[config.mk]
export PLATFORM = sky130hd
export DESIGN_NAME = shot_turn_controller_flat
export DESIGN_NICKNAME = d
export VERILOG_FILES = /design/src/rtl/shot_turn_controller_if.sv /design/src/rtl/shot_turn_controller.sv /design/src/flat_wrapper.sv
export SDC_FILE = /design/constraint.sdc
export NUM_CORES = 1
export LEC_CHECK = 0
export CAP_MARGIN = 20
export CORE_MARGIN = 2
export CORE_UTILIZATION = 29
export CTS_BUF_LIST = sky130_fd_sc_hd__clkbuf_16
export DETAILED_ROUTE_END_ITERATION = 6
export GPL_ROUTABILITY_DRIVEN = 0
export SYNTH_ARGS = -nofsm -noshare
export SYNTH_HDL_FRONTEND = slang
export SYNTH_SLANG_ARGS = --single-unit
[constraint.sdc]
create_clock -name clk -period 2.9 [get_ports clk]
set_input_delay 0.87 -clock clk [delete_from_list [all_inputs] [get_ports clk]]
set_output_delay 0.87 -clock clk [all_outputs]
set_load 0.005 [all_outputs]
[src/rtl/shot_turn_controller_if.sv]
// Signal bundle between the shot controller and the rest of the game:
// keyboard levels, ball status and the pulses/levels the controller produces.
interface shot_turn_controller_if #(
  parameter int NUM_BALLS = 4
);
  logic                 startOfFrame;
  logic                 keyUp;
  logic                 keyDown;
  logic                 keyLeft;
  logic                 keyRight;
  logic                 keyEnter;
  logic [NUM_BALLS-1:0] ballMoving;
  logic [NUM_BALLS-1:0] ballPocketed;
  logic                 chargeUp;
  logic                 chargeDown;
  logic                 chargeLeft;
  logic                 chargeRight;
  logic                 releaseBall;
  logic                 currentPlayer;
  logic [3:0]           score0;
  logic [3:0]           score1;
  logic                 foul;
  logic                 whiteRespawn;
  logic                 gameOver;
  logic [2:0]           state;

  modport master (
    output startOfFrame, keyUp, keyDown, keyLeft, keyRight, keyEnter,
           ballMoving, ballPocketed,
    input  chargeUp, chargeDown, chargeLeft, chargeRight, releaseBall,
           currentPlayer, score0, score1, foul, whiteRespawn, gameOver, state
  );

  modport slave (
    input  startOfFrame, keyUp, keyDown, keyLeft, keyRight, keyEnter,
           ballMoving, ballPocketed,
    output chargeUp, chargeDown, chargeLeft, chargeRight, releaseBall,
           currentPlayer, score0, score1, foul, whiteRespawn, gameOver, state
  );
endinterface

[src/rtl/shot_turn_controller.sv]
// Shot sequencer: turns key edges into charge/release pulses, waits for the
// table to settle, then scores pockets, flags fouls and alternates players.
module shot_turn_controller #(
  parameter int NUM_BALLS     = 4,
  parameter int SETTLE_FRAMES = 8,
  parameter int MAX_CHARGE    = 8,
  parameter int AIM_TIMEOUT   = 900
) (
  input logic                    clk,
  input logic                    reset,
  shot_turn_controller_if.slave  bus
);

  typedef enum logic [2:0] {
    AIM     = 3'd0,
    RELEASE = 3'd1,
    MOVING  = 3'd2,
    EVAL    = 3'd3,
    OVER    = 3'd4
  } state_t;

  localparam int CW = $clog2(MAX_CHARGE + 1) + 1;
  localparam int TW = $clog2(AIM_TIMEOUT + 1);
  localparam int SW = $clog2(SETTLE_FRAMES + 1);
  localparam int PW = $clog2(NUM_BALLS + 1);
  localparam logic signed [CW-1:0] CHG_MAX = CW'(MAX_CHARGE);
  localparam logic signed [CW-1:0] CHG_MIN = -CHG_MAX;
  localparam logic signed [CW-1:0] CHG_ONE = CW'(1);

  function automatic logic [PW-1:0] popcount_obj(input logic [NUM_BALLS-1:0] m);
    int c;
    c = 0;
    for (int i = 1; i < NUM_BALLS; i++) c += int'(m[i]);
    return PW'(c);
  endfunction

  function automatic logic [3:0] sat_add(input logic [3:0] a, input logic [PW-1:0] b);
    int s;
    s = int'(a) + int'(b);
    return (s > 15) ? 4'd15 : 4'(s);
  endfunction

  state_t                 state_q, state_n;
  logic [4:0]             key_q, key_now, key_rise;
  logic signed [CW-1:0]   chx_q, chx_n, chy_q, chy_n;
  logic [TW-1:0]          timer_q, timer_n;
  logic [SW-1:0]          settle_q, settle_n;
  logic [NUM_BALLS-1:0]   mask_q, mask_n;
  logic [NUM_BALLS-1:1]   cum_q, cum_n;
  logic                   player_q, player_n;
  logic [3:0]             score0_q, score0_n, score1_q, score1_n;
  logic                   up_q, up_n, dn_q, dn_n, lf_q, lf_n, rt_q, rt_n;
  logic                   rel_q, rel_n, foul_q, foul_n, resp_q, resp_n;
  logic [PW-1:0]          n_obj;

  // Key order: 0 up, 1 down, 2 left, 3 right, 4 enter
  assign key_now  = {bus.keyEnter, bus.keyRight, bus.keyLeft, bus.keyDown, bus.keyUp};
  assign key_rise = key_now & ~key_q;
  assign n_obj    = popcount_obj(mask_q);

  always_ff @(posedge clk or posedge reset) begin
    if (reset) begin
      state_q  <= AIM;
      key_q    <= '0;
      chx_q    <= '0;
      chy_q    <= '0;
      timer_q  <= '0;
      settle_q <= '0;
      mask_q   <= '0;
      cum_q    <= '0;
      player_q <= 1'b0;
      score0_q <= '0;
      score1_q <= '0;
      up_q     <= 1'b0;
      dn_q     <= 1'b0;
      lf_q     <= 1'b0;
      rt_q     <= 1'b0;
      rel_q    <= 1'b0;
      foul_q   <= 1'b0;
      resp_q   <= 1'b0;
    end else begin
      state_q  <= state_n;
      key_q    <= key_now;
      chx_q    <= chx_n;
      chy_q    <= chy_n;
      timer_q  <= timer_n;
      settle_q <= settle_n;
      mask_q   <= mask_n;
      cum_q    <= cum_n;
      player_q <= player_n;
      score0_q <= score0_n;
      score1_q <= score1_n;
      up_q     <= up_n;
      dn_q     <= dn_n;
      lf_q     <= lf_n;
      rt_q     <= rt_n;
      rel_q    <= rel_n;
      foul_q   <= foul_n;
      resp_q   <= resp_n;
    end
  end

  always_comb begin
    state_n  = state_q;
    chx_n    = chx_q;
    chy_n    = chy_q;
    timer_n  = timer_q;
    settle_n = settle_q;
    mask_n   = mask_q;
    player_n = player_q;
    score0_n = score0_q;
    score1_n = score1_q;
    up_n     = 1'b0;
    dn_n     = 1'b0;
    lf_n     = 1'b0;
    rt_n     = 1'b0;
    rel_n    = 1'b0;
    foul_n   = 1'b0;
    resp_n   = 1'b0;
    // Cumulative tally sees every pocket until the game ends, scored or not
    cum_n    = (state_q == OVER) ? cum_q : (cum_q | bus.ballPocketed[NUM_BALLS-1:1]);

    case (state_q)
      AIM: begin
        if (key_rise[4] && (chx_q != '0 || chy_q != '0)) begin
          state_n = RELEASE;
        end else if (bus.startOfFrame && timer_q == TW'(AIM_TIMEOUT - 1)) begin
          foul_n   = 1'b1;
          chx_n    = '0;
          chy_n    = '0;
          player_n = ~player_q;
          timer_n  = '0;
        end else begin
          if (bus.startOfFrame) timer_n = timer_q + TW'(1);
          if (key_rise[0] && !key_rise[1] && chy_q < CHG_MAX) begin
            up_n  = 1'b1;
            chy_n = chy_q + CHG_ONE;
          end
          if (key_rise[1] && !key_rise[0] && chy_q > CHG_MIN) begin
            dn_n  = 1'b1;
            chy_n = chy_q - CHG_ONE;
          end
          if (key_rise[2] && !key_rise[3] && chx_q > CHG_MIN) begin
            lf_n  = 1'b1;
            chx_n = chx_q - CHG_ONE;
          end
          if (key_rise[3] && !key_rise[2] && chx_q < CHG_MAX) begin
            rt_n  = 1'b1;
            chx_n = chx_q + CHG_ONE;
          end
        end
      end
      RELEASE: begin
        rel_n    = 1'b1;
        chx_n    = '0;
        chy_n    = '0;
        mask_n   = '0;
        settle_n = '0;
        state_n  = MOVING;
      end
      MOVING: begin
        mask_n = mask_q | bus.ballPocketed;
        if (bus.startOfFrame) begin
          if (|bus.ballMoving) begin
            settle_n = '0;
          end else begin
            settle_n = settle_q + SW'(1);
            if (settle_q == SW'(SETTLE_FRAMES - 1)) state_n = EVAL;
          end
        end
      end
      EVAL: begin
        if (player_q) score1_n = sat_add(score1_q, n_obj);
        else          score0_n = sat_add(score0_q, n_obj);
        if (mask_q[0]) begin
          foul_n   = 1'b1;
          resp_n   = 1'b1;
          player_n = ~player_q;
        end else if (n_obj == '0) begin
          player_n = ~player_q;
        end
        if (&cum_q) begin
          state_n = OVER;
        end else begin
          state_n = AIM;
          timer_n = '0;
        end
      end
      OVER: ;
      default: state_n = AIM;
    endcase
  end

  assign bus.chargeUp      = up_q;
  assign bus.chargeDown    = dn_q;
  assign bus.chargeLeft    = lf_q;
  assign bus.chargeRight   = rt_q;
  assign bus.releaseBall   = rel_q;
  assign bus.foul          = foul_q;
  assign bus.whiteRespawn  = resp_q;
  assign bus.currentPlayer = player_q;
  assign bus.score0        = score0_q;
  assign bus.score1        = score1_q;
  assign bus.gameOver      = (state_q == OVER);
  assign bus.state         = state_q;

endmodule
[src/flat_wrapper.sv]
// flat-port wrapper written by rule: the top's interface ports become plain ports
module shot_turn_controller_flat 
#(
  parameter int NUM_BALLS     = 4,
  parameter int SETTLE_FRAMES = 8,
  parameter int MAX_CHARGE    = 8,
  parameter int AIM_TIMEOUT   = 900
)
  (clk, reset, bus_startOfFrame, bus_keyUp, bus_keyDown, bus_keyLeft, bus_keyRight, bus_keyEnter, bus_ballMoving, bus_ballPocketed, bus_chargeUp, bus_chargeDown, bus_chargeLeft, bus_chargeRight, bus_releaseBall, bus_currentPlayer, bus_score0, bus_score1, bus_foul, bus_whiteRespawn, bus_gameOver, bus_state);
  shot_turn_controller_if #(.NUM_BALLS(NUM_BALLS)) bus_i ();
  input logic clk;
  input logic reset;
  input wire logic [$bits(bus_i.startOfFrame)-1:0] bus_startOfFrame;
  input wire logic [$bits(bus_i.keyUp)-1:0] bus_keyUp;
  input wire logic [$bits(bus_i.keyDown)-1:0] bus_keyDown;
  input wire logic [$bits(bus_i.keyLeft)-1:0] bus_keyLeft;
  input wire logic [$bits(bus_i.keyRight)-1:0] bus_keyRight;
  input wire logic [$bits(bus_i.keyEnter)-1:0] bus_keyEnter;
  input wire logic [$bits(bus_i.ballMoving)-1:0] bus_ballMoving;
  input wire logic [$bits(bus_i.ballPocketed)-1:0] bus_ballPocketed;
  output wire logic [$bits(bus_i.chargeUp)-1:0] bus_chargeUp;
  output wire logic [$bits(bus_i.chargeDown)-1:0] bus_chargeDown;
  output wire logic [$bits(bus_i.chargeLeft)-1:0] bus_chargeLeft;
  output wire logic [$bits(bus_i.chargeRight)-1:0] bus_chargeRight;
  output wire logic [$bits(bus_i.releaseBall)-1:0] bus_releaseBall;
  output wire logic [$bits(bus_i.currentPlayer)-1:0] bus_currentPlayer;
  output wire logic [$bits(bus_i.score0)-1:0] bus_score0;
  output wire logic [$bits(bus_i.score1)-1:0] bus_score1;
  output wire logic [$bits(bus_i.foul)-1:0] bus_foul;
  output wire logic [$bits(bus_i.whiteRespawn)-1:0] bus_whiteRespawn;
  output wire logic [$bits(bus_i.gameOver)-1:0] bus_gameOver;
  output wire logic [$bits(bus_i.state)-1:0] bus_state;
  assign bus_i.startOfFrame = bus_startOfFrame;
  assign bus_i.keyUp = bus_keyUp;
  assign bus_i.keyDown = bus_keyDown;
  assign bus_i.keyLeft = bus_keyLeft;
  assign bus_i.keyRight = bus_keyRight;
  assign bus_i.keyEnter = bus_keyEnter;
  assign bus_i.ballMoving = bus_ballMoving;
  assign bus_i.ballPocketed = bus_ballPocketed;
  assign bus_chargeUp = bus_i.chargeUp;
  assign bus_chargeDown = bus_i.chargeDown;
  assign bus_chargeLeft = bus_i.chargeLeft;
  assign bus_chargeRight = bus_i.chargeRight;
  assign bus_releaseBall = bus_i.releaseBall;
  assign bus_currentPlayer = bus_i.currentPlayer;
  assign bus_score0 = bus_i.score0;
  assign bus_score1 = bus_i.score1;
  assign bus_foul = bus_i.foul;
  assign bus_whiteRespawn = bus_i.whiteRespawn;
  assign bus_gameOver = bus_i.gameOver;
  assign bus_state = bus_i.state;
  shot_turn_controller #(.NUM_BALLS(NUM_BALLS), .SETTLE_FRAMES(SETTLE_FRAMES), .MAX_CHARGE(MAX_CHARGE), .AIM_TIMEOUT(AIM_TIMEOUT)) u_core (.clk(clk), .reset(reset), .bus(bus_i));
endmodule
==> flow_summary.ini <==
[floorplanning]
dieArea_sq_um = 11600
core_sq_um = 10400
start_util_pct = 30.1
die_h_um = 108
dieWidth_um = 108
io_pins = 36
rows = 37

[setup_path]
critPathMaxFanout = 3
cp_top_family = compound AO/OA/AOI/OAI gates
critPathBufInv = 1
crit_arrival_ns = 2.91
path_depth = 10
cp-endpoint = u_core.chx_q[4]
cpPeakStageDelay_ns = 0.49
r2r-start = u_core.mask_q[1]
timing.rr.end = u_core.bus.score1[2]
end_kind = register
crit_path_start = bus_keyRight
r2r_slack_ns = 0.62
crit_chain = clkdlybuf4s50_1 -> nand2b_1 -> nor2_2 -> nand2_2 -> fa_1 -> a21o_1 -> a21oi_2 -> xor2_1 -> o211ai_1 -> o2bb2ai_1
crit_path_top_delay_cell = clkdlybuf4s50_1
cp.required_ns = 3.08
worstSetupPathType = in -> reg
start_kind = input pin
r2r.worst_path.cells = 6

[pwr]
powerDensity_nw_per_um2 = 945
p_leak_nw = 1.77
ir_worst_vdd_uv = 359

[sta]
slew_viol_final = 0
maxSlewHeadroom_pct = 64.5
max_freq_mhz = 366
setup_viol = 0
period_needed_ns = 2.73
final-hold-violation-count = 0
tightest_slew_ns = 0.530
finalCritPeriodShare_pct = 94.3
rsz0062_at_grt = no
fin_skew_ns = 0.0109
tns_ns = 0

[layout]
layout_common_cells = 55 x dfrtp_1, 33 x clkdlybuf4s50_1, 26 x o21ai_0, 25 x nor2_1, 23 x buf_4
fin_area_sq_um = 4040
n_antenna_cell = 0
fin_nets = 408
layout-drive-gt1-share_pct = 17.5
area_delta_synth_final_pct = 29.1
final_common_cell = dfrtp_1
fillers = 1042

[grt]
grt_start_max_net_pins = 56
gr-total-overflow = 0
antenna_found_initial = 0
track_usage_pct = 12.3
grt_pass1_vias = 2440
grt_first_pass_wirelength_mm = 11.6

[place]
portBuffers = 35
placed_area_sq_um = 3810
dpl.hpwl_mm = 4.94

[route]
drc = 0
antenna_left = 0
viasPerCell = 4.94
vias = 2505
firstDrtPassIters = 4
drt-total-wl_mm = 6.81
drtIter0Drc = 95
wl_per_cell_um = 13.4

[clocking]
root_buffer = clkbuf_16
cts_tree = built
cts.sinks = 55
htree_levels = 2
cts_made_buffers = 5
clockBufferDepth = 2
clk_pin_slew_worst_paths_ns = 0.08
worstSkewPairLatency_ns = 0.30

[synth]
yosysSeqAreaShare_pct = 44.0
syn_area_per_cell_sq_um = 10.1
syn_area_sq_um = 3130
synth_edf_count = 0
synthCells = 311
synthDistinctLibCells = 57
syn-num-nets = 349
synthArstFlopShare_pct = 100
synth-seq-cells = 55
yosysWarningCount = 0
synthFlopType = dfrtp_1

[run_status]
status = finished clean

[min_path]
hold_path.class = reg -> reg

[flow_run]
maxCapViolCount = 0
==> cell usage after synthesis, types with 3 or more instances <==
cell	instances	share of area [%]
o21ai_0	26	4.2
nand2_1	20	2.4
nor3_1	9	1.4
nor2b_1	9	1.8
nand2b_1	8	1.6
a21oi_1	15	2.4
fa_1	5	3.2
and3_1	4	0.80
dfrtp_1	55	44
mux2i_1	4	1.3
inv_1	13	1.6
ha_1	17	6.8
nor2_1	27	3.2
buf_2	3	0.48
clkbuf_1	4	0.48
mux2_2	5	1.8
nand3_1	12	1.9
xor2_1	6	1.7
a21o_1	7	1.7
a31oi_1	3	0.60
nand4_1	4	0.80
o31ai_1	8	1.9
xnor2_1	4	1.1
==> state kept, by name, indices dropped and copies added (netlist names), 4 cells and up <==
signal / count
u_core.key_q: 5
u_core.bus.score0: 4
u_core.settle_q: 4
u_core.timer_q: 10
u_core.mask_q: 4
u_core.chx_q: 5
u_core.bus.score1: 4
u_core.chy_q: 5
==> power breakdown <==
group / switching (mW) / leakage (nW) / total (mW) / internal [mW]
Combinational: 0.921 / 1.01 / 1.96 / 1.03
Clock: 0.284 / 0.0674 / 0.604 / 0.319
Sequential: 0.278 / 0.686 / 1.26 / 0.982
==> through the flow <==
stage	util [%]	instances	total power [mW]	hold WS (ns)	setup slack, ns
after global placement	36.6	499	3.08	0.439	-0.332
final	38.8	507	3.82	0.458	0.166
after floorplan	-	311	2.51	0.427	0.219
after CTS	38.1	507	3.77	0.462	0.00954
after detailed placement	36.6	499	3.15	0.444	-0.387
after global routing	38.8	507	4.18	0.479	0.0268
==> worst register-to-register path, stage by stage (launching register included) <==
cell and delay (ns):
dfrtp_1 0.44, fa_1 0.55, ha_1 0.24, fa_1 0.43
a211oi_1 0.19, a31oi_1 0.06, mux2_2 0.26
==> metal layers <==
metal / wire length, um / up-vias / track usage, %
met4: 69 / 0 / 3.21
met1: 3340 / 1214 / 17.5
met5: 0 / - / 0
met3: 226 / 7 / 2.60
li1: - / 1246 / -
met2: 3180 / 38 / 19.0
==> worst min path at each step <==
stage	from	end	slack, ns	cells past startpoint
floorplan	u_core.cum_q[1]	u_core.cum_q[1]	0.43	1
global placement	u_core.cum_q[3]	u_core.cum_q[3]	0.44	1
detailed placement	u_core.cum_q[2]	u_core.cum_q[2]	0.44	1
CTS	u_core.cum_q[2]	u_core.cum_q[2]	0.46	1
global route	u_core.cum_q[3]	u_core.cum_q[3]	0.48	1
finish	u_core.cum_q[2]	u_core.cum_q[2]	0.46	1
==> repair_timing <==
action | 4_1_cts | 5_1_grt
buffers inserted | 0 | 0
setup endpoints to repair | 2 | 4
hold buffers | 0 | 0
pin swaps | 0 | 5
resized for setup | 3 | 15
==> cell families after synthesis <==
family | Yosys count | share of synthesized area (%)
AO/OA/AOI/OAI | 79 | 17.1
flip-flops | 55 | 44.0
adder cells (fa/ha/maj) | 22 | 9.99
XOR/XNOR | 10 | 2.80
buffers and inverters | 20 | 2.52
multiplexers | 11 | 4.04
AND/OR/NAND/NOR | 114 | 19.6
==> area by class of cell <==
class / instances / area (sq um) / share of cell area (%)
tap: 136 / 170 / 4.21
clock buffer: 5 / 125 / 3.10
multi-input combinational: 236 / 1750 / 43.4
inverter: 13 / 48.8 / 1.21
clock inverter: 3 / 20.0 / 0.496
timing repair buffer: 59 / 548 / 13.6
sequential: 55 / 1380 / 34.1
Note: power is estimated with default switching activity, not from simulation.
